===== src/rtl/iir_pkg.sv =====
// Shared state encoding, default widths and the output-history saturation helper
// for the time-multiplexed IIR section.
package iir_pkg;

  localparam int unsigned ACC_W      = 64;
  localparam int unsigned DIN_W      = 8;
  localparam int unsigned COEF_W_DEF = 16;
  localparam int unsigned FRAC_DEF   = 13;
  localparam int unsigned Y_W_DEF    = 16;

  typedef enum logic [1:0] {
    IDLE  = 2'd0,
    RUN   = 2'd1,
    DRAIN = 2'd2,
    OUT   = 2'd3
  } state_e;

  // Floor-rounded arithmetic shift by frac, clamped to a y_w-bit signed range.
  function automatic logic signed [ACC_W-1:0] sat_shift(
    input logic signed [ACC_W-1:0] acc,
    input int unsigned             frac,
    input int unsigned             y_w
  );
    logic signed [ACC_W-1:0] sh;
    logic signed [ACC_W-1:0] hi;
    logic signed [ACC_W-1:0] lo;
    sh = acc >>> frac;
    hi = (64'sd1 <<< (y_w - 1)) - 64'sd1;
    lo = -(64'sd1 <<< (y_w - 1));
    if (sh > hi)      return hi;
    else if (sh < lo) return lo;
    else              return sh;
  endfunction

endpackage


===== src/rtl/iir_mac_unit.sv =====
// Shared multiply-accumulate: one registered multiplier stage feeding a 64-bit
// accumulator that adds or subtracts the registered product.
module iir_mac_unit
  import iir_pkg::*;
#(
  parameter int unsigned A_W = 16,
  parameter int unsigned B_W = 16
) (
  input  logic                    clk,
  input  logic                    rst,
  input  logic                    clr,
  input  logic                    mul_en,
  input  logic                    sub,
  input  logic                    acc_en,
  input  logic signed [A_W-1:0]   coef,
  input  logic signed [B_W-1:0]   operand,
  output logic signed [ACC_W-1:0] acc_next_c
);

  localparam int unsigned P_W = A_W + B_W;

  logic signed [P_W-1:0]   prod;
  logic                    prod_sub;
  logic signed [ACC_W-1:0] acc;
  logic signed [ACC_W-1:0] prod_ext;

  assign prod_ext   = {{(ACC_W - P_W){prod[P_W-1]}}, prod};
  assign acc_next_c = prod_sub ? (acc - prod_ext) : (acc + prod_ext);

  always_ff @(posedge clk) begin
    if (rst) begin
      prod     <= '0;
      prod_sub <= 1'b0;
    end else if (mul_en) begin
      prod     <= P_W'(coef) * P_W'(operand);
      prod_sub <= sub;
    end
  end

  always_ff @(posedge clk) begin
    if (rst || clr)  acc <= '0;
    else if (acc_en) acc <= acc_next_c;
  end

endmodule


===== src/rtl/iir_mac_sequencer.sv =====
// Direct-form-I IIR section sequencer: one tap per cycle through a shared MAC,
// coefficients fetched from a 1-cycle-latency external memory.
module iir_mac_sequencer
  import iir_pkg::*;
#(
  parameter int unsigned NB     = 3,
  parameter int unsigned NA     = 2,
  parameter int unsigned COEF_W = COEF_W_DEF,
  parameter int unsigned FRAC   = FRAC_DEF,
  parameter int unsigned Y_W    = Y_W_DEF,
  localparam int unsigned NT    = NB + NA,
  localparam int unsigned AW    = (NT > 1) ? $clog2(NT) : 1
) (
  input  logic                    clk,
  input  logic                    rst,
  input  logic                    in_valid,
  output logic                    in_ready,
  input  logic signed [DIN_W-1:0] data_in,
  input  logic                    clr,
  output logic [AW-1:0]           coef_addr,
  input  logic signed [COEF_W-1:0] coef_data,
  output logic                    out_valid,
  input  logic                    out_ready,
  output logic signed [ACC_W-1:0] data_out,
  output logic                    busy
);

  state_e                  state, state_d;
  logic [AW-1:0]           coef_addr_d;
  logic                    in_ready_d, out_valid_d, busy_d;
  logic signed [ACC_W-1:0] data_out_d;
  logic signed [DIN_W-1:0] x_hist [NB];
  logic signed [DIN_W-1:0] x_d    [NB];
  logic signed [Y_W-1:0]   y_hist [NA];
  logic signed [Y_W-1:0]   y_d    [NA];

  // Pipeline: b = coefficient arriving from memory, c = product registered in MAC.
  logic                    vld_b, vld_b_d, last_b, last_b_d;
  logic [AW-1:0]           idx_b, idx_b_d;
  logic                    vld_c, last_c;
  logic                    acc_clr_c, sub_c;
  logic signed [Y_W-1:0]   operand_c;
  logic signed [ACC_W-1:0] acc_next_c;

  // History operand aligned with the coefficient now on coef_data.
  always_comb begin
    operand_c = '0;
    for (int k = 0; k < int'(NB); k++)
      if (idx_b == AW'(k)) operand_c = Y_W'(x_hist[k]);
    for (int j = 0; j < int'(NA); j++)
      if (idx_b == AW'(NB + j)) operand_c = y_hist[j];
  end

  assign sub_c = (idx_b >= AW'(NB));

  iir_mac_unit #(.A_W(COEF_W), .B_W(Y_W)) u_mac (
    .clk        (clk),
    .rst        (rst),
    .clr        (acc_clr_c),
    .mul_en     (vld_b),
    .sub        (sub_c),
    .acc_en     (vld_c),
    .coef       (coef_data),
    .operand    (operand_c),
    .acc_next_c (acc_next_c)
  );

  always_comb begin
    state_d     = state;
    coef_addr_d = coef_addr;
    in_ready_d  = in_ready;
    out_valid_d = out_valid;
    busy_d      = busy;
    data_out_d  = data_out;
    x_d         = x_hist;
    y_d         = y_hist;
    vld_b_d     = 1'b0;
    last_b_d    = 1'b0;
    idx_b_d     = idx_b;
    acc_clr_c   = 1'b0;
    case (state)
      IDLE: begin
        if (in_valid && in_ready) begin
          x_d[0] = data_in;
          for (int i = int'(NB) - 1; i > 0; i--) x_d[i] = x_hist[i-1];
          acc_clr_c   = 1'b1;
          coef_addr_d = '0;
          in_ready_d  = 1'b0;
          busy_d      = 1'b1;
          state_d     = RUN;
        end else if (clr) begin
          for (int i = 0; i < int'(NB); i++) x_d[i] = '0;
          for (int i = 0; i < int'(NA); i++) y_d[i] = '0;
        end
      end
      RUN: begin
        vld_b_d  = 1'b1;
        idx_b_d  = coef_addr;
        last_b_d = (coef_addr == AW'(NT - 1));
        if (coef_addr == AW'(NT - 1)) state_d = DRAIN;
        else coef_addr_d = coef_addr + AW'(1);
      end
      DRAIN: begin
        if (vld_c && last_c) begin
          data_out_d  = acc_next_c;
          y_d[0]      = Y_W'(sat_shift(acc_next_c, FRAC, Y_W));
          for (int i = int'(NA) - 1; i > 0; i--) y_d[i] = y_hist[i-1];
          out_valid_d = 1'b1;
          state_d     = OUT;
        end
      end
      OUT: begin
        if (out_ready) begin
          out_valid_d = 1'b0;
          in_ready_d  = 1'b1;
          busy_d      = 1'b0;
          state_d     = IDLE;
        end
      end
      default: state_d = IDLE;
    endcase
  end

  always_ff @(posedge clk) begin
    if (rst) begin
      state     <= IDLE;
      coef_addr <= '0;
      in_ready  <= 1'b1;
      out_valid <= 1'b0;
      busy      <= 1'b0;
      data_out  <= '0;
      x_hist    <= '{default: '0};
      y_hist    <= '{default: '0};
      vld_b     <= 1'b0;
      last_b    <= 1'b0;
      idx_b     <= '0;
      vld_c     <= 1'b0;
      last_c    <= 1'b0;
    end else begin
      state     <= state_d;
      coef_addr <= coef_addr_d;
      in_ready  <= in_ready_d;
      out_valid <= out_valid_d;
      busy      <= busy_d;
      data_out  <= data_out_d;
      x_hist    <= x_d;
      y_hist    <= y_d;
      vld_b     <= vld_b_d;
      last_b    <= last_b_d;
      idx_b     <= idx_b_d;
      vld_c     <= vld_b;
      last_c    <= last_b;
    end
  end

endmodule


===== config.mk =====
export PLATFORM = sky130hd
export DESIGN_NAME = iir_mac_sequencer
export DESIGN_NICKNAME = d
export VERILOG_FILES = /design/src/rtl/iir_pkg.sv /design/src/rtl/iir_mac_unit.sv /design/src/rtl/iir_mac_sequencer.sv
export SDC_FILE = /design/constraint.sdc
export NUM_CORES = 1
export LEC_CHECK = 0
export ABC_AREA = 1
export CORE_MARGIN = 3
export CORE_UTILIZATION = 45
export CTS_CLUSTER_DIAMETER = 120
export CTS_CLUSTER_SIZE = 30
export DETAILED_ROUTE_END_ITERATION = 6
export PLACE_DENSITY_LB_ADDON = 0.08
export SLEW_MARGIN = 10
export SYNTH_ARGS = -nofsm -noshare
export SYNTH_HDL_FRONTEND = slang
export SYNTH_SLANG_ARGS = --single-unit

===== constraint.sdc =====
create_clock -name clk -period 8.6 [get_ports clk]
set_clock_uncertainty 0.05 [all_clocks]
set_input_delay 1.29 -clock clk [delete_from_list [all_inputs] [get_ports clk]]
set_output_delay 1.29 -clock clk [all_outputs]
set_load 0.03 [all_outputs]

* Word-level counts from Yosys, hierarchy flattened
Index checks and enable logic that the tools add are counted.
** Storage, ports and cells
- Output and inout bits :: 70
- Memory bits (read-only) :: 0
- Bits in writable memories :: 0
- Bits in latches :: 0
- Register bits after elaboration :: 232
- Memories kept :: 0
- Input port bits :: 29
- Word-level logic and storage cells :: 93
** Operators by class
- Equality and inequality tests :: 15
- Multiplexer cells :: 33
- Bitwise logic cells :: 1
- Magnitude comparators :: 3
- Shift-type cells :: 0
- $add $sub $neg :: 3
- Reduce and logical (&&, ||, !) cells :: 18
- Multiply operators :: 1
- Div/mod/pow operators :: 0
** Operator list (number)
- 16-bit 2-to-1 mux :: 7
- 32-bit 2-to-1 mux :: 3
- 64-bit by 32-bit adder with 64-bit output :: 1
- 64-bit 2-to-1 mux :: 1
- 32-bit one-hot mux with 2 select lines :: 1
- 64-bit by 32-bit subtractor with 64-bit output :: 1
- 51-bit by 16-bit greater-than comparator with 1-bit output, second input constant :: 1
- 51-bit by 16-bit < comparator with 1-bit output, second input constant :: 1
- 24-bit 2-to-1 mux :: 2
- 16-bit by 16-bit multiplier with 32-bit output :: 1
- 2-bit inequality test, second input constant :: 7
- 2-bit nonzero test :: 5
- 3-bit AND reduction :: 3
- 1-bit 2-to-1 mux :: 8
- 2-bit 2-to-1 mux :: 4
- 2-bit one-hot mux with 4 select lines :: 1
- 4-bit AND reduction :: 2
- 3-bit by 2-bit equality test with 1-bit output, second input constant :: 2
- 3-bit equality test, second input constant :: 2
- 3-bit 2-to-1 mux :: 2
- 1-bit one-hot mux with 2 select lines :: 3
- 3-bit one-hot mux with 2 select lines :: 1
- 2-bit equality test, second input constant :: 2
- 2-bit AND reduction :: 2
- 10 further kinds :: 11

* Logic depth before layout (Yosys ltp)
Gate-level depths: netlist (run 1).
- Depth after elaboration :: 7
- Mapped depth :: 40
- Gate-level depth less buffers :: 39

* Hierarchy
From an unflattened synthesis (run 1), not the netlist that was laid out.
** Unflattened totals
- Cells, all modules :: 4278
- Area, all modules :: 27227.4 sq um
** Modules (own cells, without submodules)
- iir_mac_unit :: cells each 3474, times used 1, seq. area each 1941.9 sq um, area each 21583.2 sq um
- iir_mac_sequencer :: cells each 804, times used 1, seq. area each 2702.6 sq um, area each 5644.2 sq um

* Least setup slack after synthesis (run 1)
OpenSTA, ideal clock, no wires.
- Path kind :: input port to flip-flop
- From :: input coef_data[15]
- To :: register u_mac.prod[31]
- Arrival time :: 6.950 ns
- Stages :: 28
- Required time :: 8.422 ns
- Path buffers :: 1
- Path slack :: 1.472 ns
- Setup time :: 0.128 ns
- Cell sequence :: clkbuf_1 inv_1 nor2_1 inv_1 fa_1 inv_1 fa_1 inv_1 fa_1 inv_1 fa_1 fa_1 inv_1 fa_1 inv_1 ha_1 nand2_1 nor2_1 nand2_1 nor4_1 nand2_1 o211ai_1 and2_1 nor2_1 nor2_1 nor2_1 xnor2_1 a21oi_1
** On the way
- Cells in the longest elaborated chain, start to end :: 1
** Ends and longest elaborated chain
- start: declaration :: line iir_mac_sequencer.sv:21 : input logic signed [COEF_W-1:0] coef_data,
- 16-bit by 16-bit multiplier with 32-bit output :: line iir_mac_unit.sv:35 : prod <= P_W'(coef) * P_W'(operand);
- end signal: assignment :: line iir_mac_unit.sv:35
- end: declaration :: line iir_mac_unit.sv:22 : logic signed [P_W-1:0] prod;
Every way passes these cells.
A chain may end at the register's enable or synchronous reset.

* Final worst setup path (run 1)
- From :: register idx_b[0]
- To :: register u_mac.prod[31]
** On the way
- Cells in the longest elaborated chain, start to end :: 7
- Elaborated cells between the ends (all ways) :: 11
- Those cells by class :: mul (1); eq/ne (4); mux (5); reduce/logical (1)
** Ends and longest elaborated chain
- start: declaration :: line iir_mac_sequencer.sv:39 : logic [AW-1:0] idx_b, idx_b_d;
- start signal: assignment :: line iir_mac_sequencer.sv:150 : idx_b <= idx_b_d;
- 3-bit logical NOT :: line iir_mac_sequencer.sv:49 : if (idx_b == AW'(k)) operand_c = Y_W'(x_hist[k]);
- 16-bit 2-to-1 mux (3 in series) :: line iir_mac_sequencer.sv:49
- 16-bit 2-to-1 mux :: line iir_mac_sequencer.sv:51 : if (idx_b == AW'(NB + j)) operand_c = y_hist[j];
- 16-bit 2-to-1 mux * :: line iir_mac_sequencer.sv:51
- 16-bit by 16-bit multiplier with 32-bit output * :: line iir_mac_unit.sv:35
Mark *: on every way between the ends. The rest lies on a longest branch, timed or not.

==> metrics.csv, run 1 <==
stage,metric,value,unit
run_status,outcome,completed,
die,Core Area,0.0580,mm^2
setup_path,Crit path required time,8.94,ns
finish,Ant. Diodes,0,
synth,top_reg_cell synth,dfxtp_1,
route,# DRC,0,
synth,asr flop ratio synth,0,%
setup_path,arrival time at the worst endpoint,8.16,ns
grt,pin count of the biggest net entering global routing,89,
clocking,CTS sink count,232,
placement,GP Congestion,0.953,
die,Initial Utilization,45.8,%
setup_path,Crit path top cell by count,inv_1,
grt,vias in the first global route,22684,
synth,"EDFF count, synth",0,
synth,synthesized area,0.0266,mm^2
flow_run,Max-Cap Viols,0,
setup_path,Setup crit end kind,flip-flop,
finish,nets@finish,4406,
synth,synthesized instance count,3921,
clocking,CTS Buf Count,13,
setup_path,CP Class,flip-flop to flip-flop,
route,Post-DRT Antenna Nets,0,
grt,GRT Util Overall,25.6,%
clocking,"CTS clk-pin slew, worst paths",0.12,ns
synth,synth unique cells,56,
finish,layout cell share with drive strength beyond 1,6.36,%
synth,syn nets,4366,
placement,IO buf count,98,
timing,Final Hold Viols,0,
finish,P&R area growth vs syn,8.37,%
die,I/O pin count,99,
synth,most frequent cell after synthesis,nand2_1,
synth,Synth area leader,fa_1,
setup_path,crit-path max FO,13,
route,DR WL/cell,17.0,um
clocking,CTS H-tree lvls,1,
synth,synth cell count leaders,"nand2_1, inv_1, nor2_1",
timing,RSZ-0062 raised after global routing,false,
setup_path,r2r startpoint,idx_b[0],
grt,initial antenna violation count,0,
die,Die Wd,249,um
die,num rows,88,
route,drt first-iter violations,1400,
setup_path,CP startpoint kind,flip-flop,
route,Routed WL,80.3,mm
clocking,Clock Tree Buf Depth,3,
setup_path,Top Family by Delay on Critical Path,adder cells,
clocking,insertion delay to the later sink of the worst-skew pair,0.52,ns
synth,synth warn,0,
route,vias per inst,4.90,
synth,Area contributors post-synth,"fa_1, dfxtp_1, nand2_1",
synth,#FFs+latches synth,232,
die,die area,0.0620,mm^2
synth,sequential share of the synthesized area,17.5,%
clocking,CTS tree,yes,
grt,total congestion overflow,0,
setup_path,Buf/Inv on CP,9,
worst_hold_path,hold_sp,last_b,
timing,min cycle time layout,7.82,ns
setup_path,slowest CP cell,fa_1,
timing,Worst Max-Slew Pin Slew,1.05,ns
route,vias,23156,
timing,Setup TNS Final,0,ns
clocking,# hold bufs at CTS,0,
timing,final worst-path cycle share,91.0,%
synth,Synth top area share,19.8,%
timing,Fmax,0.128,GHz
synth,"Avg Cell Area, Syn",6.77,um^2
clocking,CTS root buf,clkbuf_16,
die,Die Y,249,um
placement,post-DP HPWL,66.9,mm
timing,max_slew headroom,30.1,%
timing,Slew Limit Fails,0,
route,1st-pass router iterations,5,
setup_path,Crit. Startpoint,idx_b[0],
grt,global-route wire length before repair,127,mm
timing,"Setup violations, final",0,
worst_hold_path,Worst Hold Class,flip-flop to flip-flop,
setup_path,slowest cell delay on critical path,0.55,ns
[timing repair]
action | CTS | global route
resized for setup | 0 | 1
endpoints found under the setup margin | 0 | 1
setup buffers | 0 | 0
[layout by cell type, fill, tap and decap left out, types with 5 or more instances in the layout]
master / count
nand2_1: 953
inv_1: 950
nor2_1: 317
fa_1: 263
dfxtp_1: 231
a21oi_1: 182
ha_1: 153
o21ai_0: 148
nand3_1: 108
clkdlybuf4s50_1: 97
xor2_1: 69
o211ai_1: 67
nand2_2: 60
nor2_2: 46
buf_4: 45
o21bai_1: 37
nand4_1: 27
inv_2: 22
xnor2_1: 20
nand3_2: 18
o41ai_1: 16
o21ai_1: 13
a21oi_2: 13
clkbuf_16: 13
nor3_1: 11
nor2_4: 11
o221ai_1: 7
nor3_2: 6
a31oi_1: 5
nand3b_1: 5
[final cells by class]
| cell class | instances | area, um^2 |
|---|---|---|
| Fill cell | 6091 | 29200 |
| Multi-Input combinational cell | 2596 | 17800 |
| Sequential cell | 232 | 4650 |
| Inverter | 976 | 3660 |
| Timing Repair Buffer | 142 | 1310 |
| Tap cell | 765 | 957 |
| Clock buffer | 14 | 339 |
| Clock inverter | 5 | 83.8 |
[final timing paths]
| path | to | slack [ns] | cells past startpoint |
|---|---|---|---|
| setup / recovery | u_mac.prod[31] | 0.78 | 33 |
| hold / removal | last_c | 0.36 | 2 |
| setup reg to reg | u_mac.prod[31] | 0.78 | 33 |
| hold reg to reg | last_c | 0.36 | 2 |
[per-layer routing]
metal  vias up  GRT usage [%]  wire, um
li1      11858              -         -
met1     10777           34.3     36500
met2       416           44.2     38100
met3       105           1.44      2400
met4         0           8.80      3220
met5         -              0         0
[per-stage QoR]
step | hold WS (ns) | std cells | cell area (um^2) | utilization [%] | worst slack (ns)
final | 0.362 | 4730 | 28800 | 49.6 | 0.776
after global routing | 0.380 | 4730 | 28800 | 49.6 | 0.0847
after CTS | 0.362 | 4730 | 28800 | 49.6 | 0.476
after detailed placement | 0.345 | 4711 | 28400 | 48.9 | 0.496
after global placement | 0.349 | 4711 | 28400 | 48.9 | 0.552
after floorplan | 0.338 | 3921 | 26600 | - | 1.47
[sequential cells by signal, indices dropped and copies added (netlist names), 2 cells and up]
| signal | flops |
|---|---|
| coef_addr | 3 |
| data_out | 64 |
| idx_b | 3 |
| state | 2 |
| u_mac.acc | 64 |
| u_mac.prod | 32 |
| x_hist | 24 |
| y_hist | 32 |
[worst reg2reg max path, delay by kind of cell (launching register included)]
kind	cells	cell delay, ns
adder cells (fa/ha/maj)	7	3.46
AO/OA/AOI/OAI	5	1.08
AND/OR/NAND/NOR	11	1.48
XOR/XNOR	1	0.13
flip-flops	1	0.38
buffers and inverters	9	1.08
[logic make-up after synthesis]
group,Yosys count,synth area share (%)
adders and majority gates,416,27.0
and+or+nand+nor,1580,25.5
DFF,232,17.5
xor gates and xnor gates,90,3.00
buffers and inverters,1093,15.6
AOI/OAI and AO/OA,510,11.4
Power of run 1 is not shown: default switching activity piles up to over one toggle a cycle in this logic, so the estimate is an artifact.
==> run 2, diff against run 1 <==
Settings changed: CTS_BUF_LIST from default to sky130_fd_sc_hd__clkbuf_8, HOLD_SLACK_MARGIN from default to 0.02.
==> run 2 against run 1 <==
  * Via count increased by 0.64%
  * Count of clock-buffer cells in the layout stayed put
  * Hold slack better by 0.0046 ns
  * Flip-flop and latch count unchanged
  * Maximum frequency about the same
  * Critical path depth is 1 higher
  * Setup slack got worse by 0.0050 ns
  * Global-route usage hardly changed
  * Sequential share of layout area increased by 0.082 points
  * Cell count about the same
  * Utilization fell by 0.25 points
  * Non-clock buffer count unchanged
  * Critical path type unchanged
  * Largest cell class unchanged
==> metrics.csv, run 2 (synthesis results as in run 1) <==
stage,metric,value,unit
grt,initial antenna violation count,1,
clocking,# hold bufs at CTS,0,
finish,layout cell share with drive strength beyond 1,6.36,%
placement,IO buf count,98,
clocking,"CTS clk-pin slew, worst paths",0.18,ns
timing,Final Hold Viols,0,
setup_path,CP startpoint kind,flip-flop,
clocking,CTS Buf Count,13,
worst_hold_path,Worst Hold Class,flip-flop to flip-flop,
grt,GRT Util Overall,25.6,%
setup_path,slowest cell delay on critical path,0.54,ns
finish,most frequent cells in the layout,"nand2_1, inv_1, nor2_1",
timing,Slew Limit Fails,0,
grt,total congestion overflow,0,
placement,GP Congestion,0.953,
timing,min cycle time layout,7.83,ns
finish,"most common cell after layout, fill and taps aside",nand2_1,
clocking,Clock Tree Buf Depth,3,
grt,pin count of the biggest net entering global routing,89,
setup_path,Crit path required time,9.03,ns
setup_path,Crit path top cell by count,inv_1,
route,vias,23305,
finish,nets@finish,4406,
die,Die Y,249,um
die,Initial Utilization,45.8,%
die,I/O pin count,99,
setup_path,crit-path max FO,13,
setup_path,arrival time at the worst endpoint,8.25,ns
grt,global-route wire length before repair,127,mm
setup_path,R2R cell count,34,
route,DR WL/cell,17.0,um
clocking,CTS tree,yes,
run_status,outcome,completed,
timing,Setup TNS Final,0,ns
route,1st-pass router iterations,6,
timing,"Setup violations, final",0,
flow_run,Max-Cap Viols,0,
clocking,CTS H-tree lvls,1,
timing,final worst-path cycle share,91.0,%
setup_path,CP Class,flip-flop to flip-flop,
finish,fill cell count,6107,
route,Routed WL,80.4,mm
finish,Multi-input gate area,0.0178,mm^2
setup_path,slowest CP cell,fa_1,
finish,FF/Latch Area,0.00465,mm^2
timing,RSZ-0062 raised after global routing,false,
grt,vias in the first global route,22719,
clocking,CTS root buf,clkbuf_8,
placement,post-DP HPWL,66.9,mm
die,Die Wd,249,um
timing,Worst Max-Slew Pin Slew,1.04,ns
route,# DRC,0,
clocking,insertion delay to the later sink of the worst-skew pair,0.59,ns
route,Post-DRT Antenna Nets,0,
route,vias per inst,4.93,
route,drt first-iter violations,1328,
timing,max_slew headroom,30.8,%
die,num rows,88,
finish,P&R area growth vs syn,7.82,%
die,Core Area,0.0580,mm^2
timing,Fmax,0.128,GHz
clocking,CTS sink count,232,
worst_hold_path,hold depth,2,
die,die area,0.0620,mm^2
setup_path,Setup crit end kind,flip-flop,
finish,largest registers,"data_out: 64 flops, u_mac.acc: 64 flops",
[run 2: cell types whose count changed in the layout (fill, tap and decap cells not counted), sizes merged]
cell      change
diode         +1
clkinvlp      +1
inv           -1
[run 2: routing by layer]
metal / wire length (um) / share of wire, % / global-route usage [%] / up-vias
li1: - / - / - / 11859
met1: 36600 / 46 / 34.2 / 10889
met2: 37900 / 47 / 44.3 / 443
met3: 2420 / 3.0 / 1.43 / 114
met4: 3390 / 4.2 / 8.75 / 0
met5: 0 / 0 / 0 / -
[run 2: worst paths after layout]
kind / start / to / slack (ns)
worst min-delay path: last_b / last_c / 0.37
worst max-delay path: idx_b[1] / u_mac.prod[31] / 0.77
worst min register to register: last_b / last_c / 0.37
worst max register to register: idx_b[1] / u_mac.prod[31] / 0.77
[run 2: area by class of cell]
| type | instances | area share (%) |
|---|---|---|
| Clock buffer | 14 | 0.673 |
| Sequential cell | 232 | 16.2 |
| Inverter | 976 | 12.8 |
| Antenna cell | 1 | 0.00874 |
| Multi-Input combinational cell | 2596 | 62.1 |
| Tap cell | 765 | 3.34 |
| Timing Repair Buffer | 142 | 4.57 |
| Clock inverter | 5 | 0.288 |
[run 2: metrics by stage]
stage / instance area (um^2) / cells / util, % / hold WS [ns] / setup WS, ns
after global routing: 28600 / 4731 / 49.4 / 0.385 / 0.0813
after global placement: 28400 / 4711 / 48.9 / 0.349 / 0.552
after floorplan: 26600 / 3921 / - / 0.338 / 1.47
after CTS: 28600 / 4730 / 49.3 / 0.366 / 0.474
final: 28600 / 4731 / 49.4 / 0.367 / 0.771
after detailed placement: 28400 / 4711 / 48.9 / 0.345 / 0.496
[run 2: repair_timing]
action                     4_1_cts  5_1_grt
setup buffers                    0        0
setup endpoints to repair        0        1
hold endpoints to repair         0        0
gates resized for setup          0        1
[run 2: critical path, delay by kind of cell (launching register included)]
family	cells	cell delay, ns
AOI/OAI and AO/OA	4	0.72
xor gates and xnor gates	1	0.13
adders and majority gates	7	3.28
buffers and inverters	10	1.34
DFF	1	0.40
and+or+nand+nor	12	1.76
Power of run 2 is left out for the same reason.
==> run 3, diff against run 2 <==
Settings changed: GPL_ROUTABILITY_DRIVEN from default to 0, RECOVER_POWER from default to 100, SKIP_LAST_GASP from default to 1.
==> run 3 against run 2 <==
  * The run now ends with max-capacitance violations, max-slew violations left
  * Cell count about the same
  * Sequential share of layout area increased by 0.097 points
  * Register-to-register slack got worse by 0.19 ns
  * First-iteration DRC count increased by 14%
  * Hold slack about the same
  * Maximum frequency decreased by 2.4%
  * Non-clock buffer count increased by 2
  * Global-route usage increased by 0.27 points
  * Critical endpoint unchanged
  * Highest routed layer unchanged
==> metrics.csv, run 3 (synthesis results as in run 1) <==
stage,metric,value,unit
setup_path,crit-path max FO,13,
die,die area,0.0620,mm^2
route,# DRC,0,
worst_hold_path,Worst Hold Class,flip-flop to flip-flop,
clocking,Clock Tree Buf Depth,3,
run_status,failing checks,"max-capacitance violations, max-slew violations",
clocking,CTS sink count,232,
timing,Setup TNS Final,0,ns
timing,Fmax,0.125,GHz
finish,layout cell share with drive strength beyond 1,5.14,%
route,DR WL/cell,17.0,um
setup_path,arrival time at the worst endpoint,8.44,ns
die,I/O pin count,99,
clocking,# hold bufs at CTS,0,
timing,RSZ-0062 raised after global routing,false,
clocking,CTS H-tree lvls,1,
clocking,insertion delay to the later sink of the worst-skew pair,0.59,ns
die,Initial Utilization,45.8,%
route,1st-pass router iterations,6,
finish,nets@finish,4408,
die,num rows,88,
placement,post-DP HPWL,65.8,mm
flow_run,Max-Cap Viols,4,
route,drt first-iter violations,1510,
timing,max_slew headroom,-164,%
setup_path,slowest cell delay on critical path,0.56,ns
setup_path,R2R cell count,32,
grt,pin count of the biggest net entering global routing,89,
grt,GRT Util Overall,25.9,%
setup_path,Setup crit end kind,flip-flop,
clocking,CTS tree,yes,
die,Core Area,0.0580,mm^2
finish,most frequent cells in the layout,"nand2_1, inv_1, nor2_1",
setup_path,reg-to-reg setup timing slack,0.58,ns
setup_path,CP Class,flip-flop to flip-flop,
grt,vias in the first global route,23719,
finish,"most common cell after layout, fill and taps aside",nand2_1,
route,Routed WL,80.3,mm
timing,"Setup violations, final",0,
clocking,"CTS clk-pin slew, worst paths",0.18,ns
timing,Final Hold Viols,0,
timing,Worst Max-Slew Pin Slew,3.95,ns
setup_path,r2r startpoint,idx_b[1],
die,Die Y,249,um
setup_path,CP startpoint kind,flip-flop,
timing,final worst-path cycle share,93.3,%
grt,global-route wire length before repair,129,mm
setup_path,critical path depth,32,
setup_path,Buf/Inv on CP,7,
clocking,CTS Buf Count,13,
setup_path,Crit. Startpoint,idx_b[1],
grt,initial antenna violation count,1,
grt,total congestion overflow,0,
route,vias per inst,4.96,
route,vias,23483,
placement,IO buf count,98,
finish,P&R area growth vs syn,7.18,%
setup_path,Crit path required time,9.02,ns
run_status,outcome,"complete, but fails checks",
clocking,setup bufs post-CTS,0,
timing,min cycle time layout,8.02,ns
clocking,CTS root buf,clkbuf_8,
finish,largest registers,"data_out: 64 flops, u_mac.acc: 64 flops",
setup_path,Top Family by Delay on Critical Path,adder cells,
setup_path,Setup crit end,u_mac.prod[31],
route,Post-DRT Antenna Nets,0,
timing,Slew Limit Fails,236,
setup_path,slowest CP cell,inv_1,
setup_path,Crit path top cell by count,inv_1,
setup_path,worst reg2reg endpoint,u_mac.prod[31],
die,Die Wd,249,um
-- run 3: cell types whose count changed in the layout (fill, tap and decap cells not counted), moves of 6 or more --
cell	delta
dlygate4sd3_1	+71
buf_4	-6
clkbuf_1	+8
nand2_2	-14
clkdlybuf4s50_1	-71
nor2_2	-6
a21oi_1	+11
nor2_1	+9
nand2_1	+14
a21oi_2	-11
-- run 3: layout make-up --
type	instances	area, um^2
tap	765	957
antenna	1	2.50
fill	6068	29600
sequential	232	4650
clock inverter	6	90.1
clock buffer	13	179
inverter	976	3660
multi-input combinational	2596	17600
timing repair buffer	144	1290
-- run 3: routing by layer --
metal	wire [um]	vias up	global-route usage (%)
met1	35400	10940	33.8
met4	3350	0	9.02
met5	0	-	0
met3	3220	142	2.10
li1	-	11849	-
met2	38300	552	45.2
-- run 3: through the flow --
step | cell area [um^2] | hold WS, ns | cells | worst slack [ns] | util [%]
detailed placement | 28400 | 0.347 | 4713 | 0.499 | 48.9
CTS | 28600 | 0.370 | 4732 | 0.469 | 49.4
global route | 28500 | 0.410 | 4733 | 0.138 | 49.1
floorplan | 26600 | 0.338 | 3921 | 1.47 | -
global placement | 28400 | 0.346 | 4713 | 0.580 | 48.9
finish | 28500 | 0.367 | 4733 | 0.580 | 49.1
-- run 3: how the worst min path moves through the flow --
stage | start | endpoint | slack [ns] | cells after the start
after CTS | last_b | last_c | 0.37 | 2
after detailed placement | last_b | last_c | 0.35 | 2
final | last_b | last_c | 0.37 | 2
after global routing | last_b | last_c | 0.41 | 2
after floorplan | last_b | last_c | 0.34 | 2
after global placement | last_b | last_c | 0.35 | 2
-- run 3: worst register-to-register path: cells and delay by family, from the launching register on --
family,cells,cell delay [ns]
DFF,1,0.38
and+or+nand+nor,12,1.71
AOI/OAI and AO/OA,5,1.22
buffers and inverters,7,0.94
xor gates and xnor gates,1,0.14
adders and majority gates,7,3.47
-- run 3: repair_timing --
item | 4_1_cts | 5_1_grt
setup endpoints to repair | 0 | 1
gates resized for setup | 0 | 1
endpoints found under the hold margin | 0 | 0
Power of run 3 is left out for the same reason.
